### src/rtl/calc_result_bcd.sv
// calc_result_bcd: sequential binary-to-BCD converter (double-dabble, one bit
// per clock) sitting between the calculator result and the display driver.
// Acts as a one-entry buffer with valid/ready handshakes on both sides.
module calc_result_bcd #(
  parameter int unsigned WIDTH  = 8,
  parameter int unsigned DIGITS = 3
) (
  input  logic                  clk,
  input  logic                  rst,
  input  logic                  in_valid,
  output logic                  in_ready,
  input  logic [WIDTH-1:0]      in_data,
  output logic                  out_valid,
  input  logic                  out_ready,
  output logic [4*DIGITS-1:0]   bcd,
  output logic                  busy
);

  localparam int unsigned SW = 4 * DIGITS;
  localparam int unsigned CW = $clog2(WIDTH + 1);

  typedef enum logic [1:0] {
    IDLE  = 2'd0,
    SHIFT = 2'd1,
    DONE  = 2'd2
  } state_t;

  state_t          state_reg;
  logic [WIDTH-1:0] bin_reg;
  logic [SW-1:0]    scratch_reg;
  logic [CW-1:0]    count_reg;
  logic [SW-1:0]    bcd_reg;

  logic [SW-1:0]    corrected;
  logic [SW-1:0]    scratch_next;
  logic [WIDTH-1:0] bin_next;

  // Add-3 correction on every digit in parallel, using pre-shift values, so
  // that a digit >= 5 carries correctly into the next digit after doubling.
  generate
    for (genvar gi = 0; gi < DIGITS; gi++) begin : g_digit
      logic [3:0] digit;
      assign digit = scratch_reg[gi*4 +: 4];
      assign corrected[gi*4 +: 4] = (digit >= 4'd5) ? (digit + 4'd3) : digit;
    end
  endgenerate

  // One-bit left shift of {scratch, binary}: binary MSB feeds scratch LSB.
  assign scratch_next = {corrected[SW-2:0], bin_reg[WIDTH-1]};
  assign bin_next     = {bin_reg[WIDTH-2:0], 1'b0};

  // Control FSM and datapath registers; reset discards any in-flight work.
  always_ff @(posedge clk or posedge rst) begin
    if (rst) begin
      state_reg   <= IDLE;
      bin_reg     <= '0;
      scratch_reg <= '0;
      count_reg   <= '0;
      bcd_reg     <= '0;
    end else begin
      case (state_reg)
        IDLE: begin
          if (in_valid) begin
            bin_reg     <= in_data;
            scratch_reg <= '0;
            count_reg   <= CW'(WIDTH);
            state_reg   <= SHIFT;
          end
        end
        SHIFT: begin
          scratch_reg <= scratch_next;
          bin_reg     <= bin_next;
          count_reg   <= count_reg - CW'(1);
          // Counter at 1 means this edge performs the final shift.
          if (count_reg == CW'(1)) begin
            bcd_reg   <= scratch_next;
            state_reg <= DONE;
          end
        end
        DONE: begin
          if (out_ready) begin
            state_reg <= IDLE;
          end
        end
        default: state_reg <= IDLE;
      endcase
    end
  end

  assign in_ready  = (state_reg == IDLE);
  assign out_valid = (state_reg == DONE);
  assign busy      = (state_reg == SHIFT);
  assign bcd       = bcd_reg;

endmodule

### config.mk
export PLATFORM = sky130hd
export DESIGN_NAME = calc_result_bcd
export DESIGN_NICKNAME = d
export VERILOG_FILES = /design/src/rtl/calc_result_bcd.sv
export SDC_FILE = /design/constraint.sdc
export NUM_CORES = 1
export LEC_CHECK = 0
export ABC_CLOCK_PERIOD_IN_PS = 1500
export CAP_MARGIN = 20
export CORE_MARGIN = 1.5
export CORE_UTILIZATION = 48
export DETAILED_ROUTE_END_ITERATION = 6
export GPL_TIMING_DRIVEN = 0
export PLACE_DENSITY = 0.77
export REMOVE_ABC_BUFFERS = 1
export SLEW_MARGIN = 20
export SYNTH_ARGS = -nofsm -noshare
export SYNTH_HDL_FRONTEND = slang
export SYNTH_SLANG_ARGS = --single-unit
### constraint.sdc
create_clock -name clk -period 1.5 [get_ports clk]
set_input_delay 0.15 -clock clk [delete_from_list [all_inputs] [get_ports clk]]
set_output_delay 0.15 -clock clk [all_outputs]
set_load 0.05 [all_outputs]
==> results of run 1 <==
==> worst max-delay path, stage by stage, from the launching register on <==
cell      delay, ps
dfrtp_1         420
ha_4            170
nor4bb_4        150
and2b_2         280
buf_4           160
buf_6           100
a21o_2          180
==> area by class of cell <==
class / instances / area (um^2)
clock buffer: 6 / 82.6
fill: 285 / 1120
inverter: 11 / 43.8
multi-input combinational: 121 / 1040
sequential: 38 / 953
tap: 48 / 60.1
timing repair buffer: 47 / 413
==> kinds of logic after synthesis <==
logic type	Yosys count
fa+ha+maj	8
flops	38
xor+xnor	3
mux	11
simple gates	48
buf+inv	19
compound gates	49
==> cell usage after synthesis (all sizes together), types with 3 or more instances <==
cell    instances  area share, %
nand2          15            3.0
dfrtp          38             50
o21ai          20            5.3
a21oi          15            4.0
xnor2           3            1.4
and3b           7            3.3
ha              8            5.3
inv            10            2.0
nor3            4            1.1
mux2i           4            2.1
a22o            8            3.8
buf             6            2.7
mux2            7            4.2
a31oi           3            1.7
nand2b          5            1.7
nor2            8            1.9
==> worst paths after layout <==
path | start | endpoint | slack (ps) | cells after the start
setup / recovery | count_reg[0] | state_reg[1] | -80 | 6
hold / removal | rst | bcd[6] | 100 | 2
setup reg to reg | count_reg[0] | state_reg[1] | -80 | 6
hold reg to reg | bin_reg[4] | bin_reg[4] | 490 | 2
max in group asynchronous | rst | state_reg[1] | 950 | 3
min in group clk | out_ready | state_reg[1] | 460 | 3
==> what timing repair did <==
| action | in CTS | in global routing |
|---|---|---|
| gates resized for setup | 61 | 24 |
| setup buffers | 11 | 9 |
| setup endpoints to repair | 53 | 41 |
| pin swaps | 3 | 8 |
| cloned | 1 | 1 |
==> layer usage <==
| metal | track usage, % | up-vias | routed length (um) |
|---|---|---|---|
| li1 | - | 713 | - |
| met1 | 26.9 | 763 | 1860 |
| met2 | 37.6 | 50 | 2390 |
| met3 | 4.28 | 17 | 183 |
| met4 | 11.2 | 0 | 151 |
| met5 | 0 | - | 0 |
==> power breakdown <==
| group | switching [mW] | internal (mW) | leakage [nW] | total, mW |
|---|---|---|---|---|
| combinational | 1.92 | 1.52 | 0.685 | 3.45 |
| sequential | 0.428 | 1.49 | 0.473 | 1.92 |
| clock | 0.336 | 0.354 | 0.0431 | 0.690 |
==> stage by stage <==
stage,TNS (ps),hold WS (ps),util [%]
5_1_grt,-2080,123,69.9
2_1_floorplan,-5110,312,-
3_3_place_gp,-29170,468,57.8
4_1_cts,-750,114,65.4
6_report,-634,103,69.9
3_5_place_dp,-19350,422,58.3
==> results_dict.tcl, run 1 <==
set metrics [dict create \
    ant_nets 0 \
    fin_ws_ps -81.3 \
    crit_path_end_kind "flop" \
    worst-path-max-fanout 5 \
    synthFlopType "dfrtp_1" \
    min_period_ps 1580 \
    hp-class "in2async" \
    grt_max_degree 30 \
    syn_to_final_growth_pct 37.7 \
    worst_slew_pin_slew_ps 511 \
    syn_inst 176 \
    gp_congestion 0.783 \
    synth-xor-area-share_pct 1.39 \
    fin_area_um2 2600 \
    outcome "finished, violations left" \
    required_ps 1670 \
    nNetsFinal 244 \
    dp_hpwl_mm 2.50 \
    layout_commonest_cell "dfrtp_1" \
    rsz0062_at_grt "true" \
    synth-seq-cells 38 \
    grt_remaining_overflow 0 \
    stdcell_count 271 \
    power_density_nw_per_um2 2330 \
    h-tree-depth 2 \
    cts.sinks 38 \
    violations "setup timing" \
    die_x_um 65.7 \
    root_buffer "clkbuf_8" \
    synth_async_sr_flop_share_pct 100 \
    track_usage_pct 22.2 \
    start_util_pct 50.7 \
    synth_seq_area_share_pct 50.4 \
    drive_above_1_share_pct 34.5 \
    final_cell_mix "dfrtp_1 (36), o21ai_0 (17), nand2_1 (15)" \
    vdd_drop_max_uv 1060 \
    fmax_mhz 632 \
    fin_crit_sh_pct 105 \
    postSynthAreaPerCell_um2 10.7 \
    n_antenna_cell 0 \
    clk_pin_slew_ps 70 \
    wl_per_cell_um 16.9 \
    synth_cell_types 32 \
    antenna_found_initial 0 \
    tritoncts "yes" \
    place_ws_ps -868 \
    synth_compound_area_share_pct 16.3 \
    grt_pass1_vias 1532 \
    routed_wl_mm 4.59 \
    rows 22 \
    slew_violations 0 \
    synth_edf_count 0 \
    yosys.area_share.simple_pct 14.9 \
    coreArea_um2 3720 \
    die_h_um 65.7 \
    critical_path_class "reg2reg" \
    dieArea_um2 4310 \
    max_cap_violations 0 \
    clk_latency_ps 290 \
    numCtsBuffers 5 \
    p_leak_nw 1.20 \
    dp.cells 243 \
    yosysWarnings 0 \
    final-setup-viol-count 13 \
    synth_top_family_by_area "compound AO/OA/AOI/OAI gates" \
    first_iter_violations 40 \
    total_power_mw 6.05 \
    muxShareOfSynthArea_pct 6.30 \
    dr.pass1.iters 4 \
    maxSlewHeadroom_pct 66.1 \
    ioPinCount 27 \
    dpl_cell_area_um2 2170 \
    skew_ps 6.15 \
    cts_buffer_depth 2 \
    vias_per_cell 5.69 \
    cp.arrival_ps 1760 \
    detailroute.via_count 1543 \
    hold_viol 0 \
    holdBufCountCts 0 \
    cp-start-kind "flop" \
    drcViolationCount 0 \
    numPortBuffers 26 \
    synthAdderAreaFrac_pct 5.31 \
    syn_area_um2 1890 \
    grt_first_pass_wirelength_mm 7.09 \
]
No activity file was read; power rests on OpenSTA's default activity.
==> run 2, diff against run 1 <==
Settings changed: SKIP_CTS_REPAIR_TIMING from default to 1.
==> run 2 against run 1 <==
Against the previous run: the flow still finishes with violations (setup timing); via count shrank 4.4%; setup slack lost 92 ps; count of clock-buffer cells in the layout is the same; first-iteration DRC count grew 110%; sequential power is essentially flat; final cell count shrank 0.37%; power shrank 1.6%.
==> results_dict.tcl, run 2 (same netlist as run 1, synthesis figures left out) <==
set metrics [dict create \
    outcome "finished, violations left" \
    violations "setup timing" \
    nNetsFinal 243 \
    grt_pass1_vias 1424 \
    start_util_pct 50.7 \
    layout_commonest_cell "dfrtp_1" \
    grt_first_pass_wirelength_mm 6.19 \
    fin_crit_sh_pct 112 \
    drive_above_1_share_pct 33.3 \
    worst-path-max-fanout 8 \
    first_iter_violations 84 \
    crit_path_end_kind "flop" \
    rsz0062_at_grt "true" \
    grt_remaining_overflow 0 \
    fin_tns_setup_ps -1890 \
    dr.pass1.iters 4 \
    vias_per_cell 5.46 \
    tritoncts "yes" \
    pwr-share-seq_pct 32.3 \
    root_buffer "clkbuf_8" \
    track_usage_pct 19.0 \
    dieArea_um2 4310 \
    wl_per_cell_um 16.3 \
    clk_pin_slew_ps 70 \
    cp.arrival_ps 1850 \
    p_clk_share_pct 11.7 \
    die_h_um 65.7 \
    n_antenna_cell 0 \
    final_util_pct 70.4 \
    worst_slew_pin_slew_ps 635 \
    routed_wl_mm 4.40 \
    p_leak_nw 1.31 \
    max_cap_violations 0 \
    ant_nets 0 \
    syn_to_final_growth_pct 38.8 \
    numPortBuffers 26 \
    cts.sinks 38 \
    antenna_found_initial 0 \
    ioPinCount 27 \
    final_cell_mix "dfrtp_1 (35), o21ai_0 (20), nand2_1 (15)" \
    final-setup-viol-count 14 \
    power_switching_mw 2.59 \
    stdcell_count 270 \
    dp.cells 243 \
    fin_ws_ps -173 \
    required_ps 1680 \
    min_period_ps 1670 \
    drcViolationCount 0 \
    hold_viol 0 \
    skew_ps 4.80 \
    h-tree-depth 2 \
    fmax_mhz 598 \
    detailroute.via_count 1475 \
    rows 22 \
    numCtsBuffers 5 \
    die_x_um 65.7 \
    vdd_drop_max_uv 1040 \
    power_density_nw_per_um2 2280 \
    swShare_pct 43.5 \
    slew_violations 0 \
    clk_latency_ps 290 \
    combinationalPowerShare_pct 56.1 \
    gp_congestion 0.783 \
    cts_buffer_depth 2 \
    hp-class "in2async" \
    grt_max_degree 30 \
    coreArea_um2 3720 \
    critical_path_class "reg2reg" \
    maxSlewHeadroom_pct 57.7 \
    dp_hpwl_mm 2.50 \
    p_int_mw 3.37 \
    cp-start-kind "flop" \
]
-- run 2: path summary, 6_finish.rpt --
check	start	slack, ps	to	cells past startpoint
max	state_reg[0]	-170	bcd[6]	3
min	rst	100	bcd[7]	2
max reg2reg	state_reg[0]	-170	bcd[6]	3
min reg2reg	bin_reg[6]	500	bin_reg[6]	2
max in group asynchronous	rst	950	state_reg[0]	3
min in group clk	out_ready	460	state_reg[1]	3
-- run 2: worst max-delay path: stages (launching register included) --
cell and delay, ps:
dfrtp_4 510, nor4bb_4 390, and2b_4 330, mux2_4 330
-- run 2: area by class of cell --
type,instances,area (um^2)
inverter,11,45.0
timing repair buffer,46,463
multi-input combinational,121,1010
fill,258,1100
clock buffer,6,82.6
tap,48,60.1
sequential,38,957
-- run 2: through the flow --
stage	total power, mW	setup slack (ps)	area, um^2	hold WS, ps
finish	5.96	-173	2620	102
CTS	5.24	-1170	2250	114
floorplan	3.77	-377	1830	312
detailed placement	4.55	-868	2170	422
global route	6.33	-255	2620	118
global placement	4.40	-799	2150	468
-- run 2: power by group through the flow --
| stage | registers, mW | logic, mW | clock network (mW) |
|---|---|---|---|
| final | 1.92 | 3.34 | 0.694 |
| after global placement | 1.86 | 2.54 | 0 |
| after global routing | 1.99 | 3.58 | 0.767 |
| after CTS | 1.88 | 2.67 | 0.695 |
| after detailed placement | 1.89 | 2.66 | 0 |
| after floorplan | 2.37 | 1.40 | 0 |
-- run 2: per-layer routing --
layer	wire [um]	GRT usage, %	vias up
li1	-	-	707
met1	1910	22.2	724
met2	2240	33.0	33
met3	148	4.28	11
met4	97	8.85	0
met5	0	0	-
==> run 3, diff against run 2 <==
Settings changed: ABC_CLOCK_PERIOD_IN_PS 1500 to default.
==> results of run 3 <==
No change in the layout: final DEF, timing and power equal those of run 2.
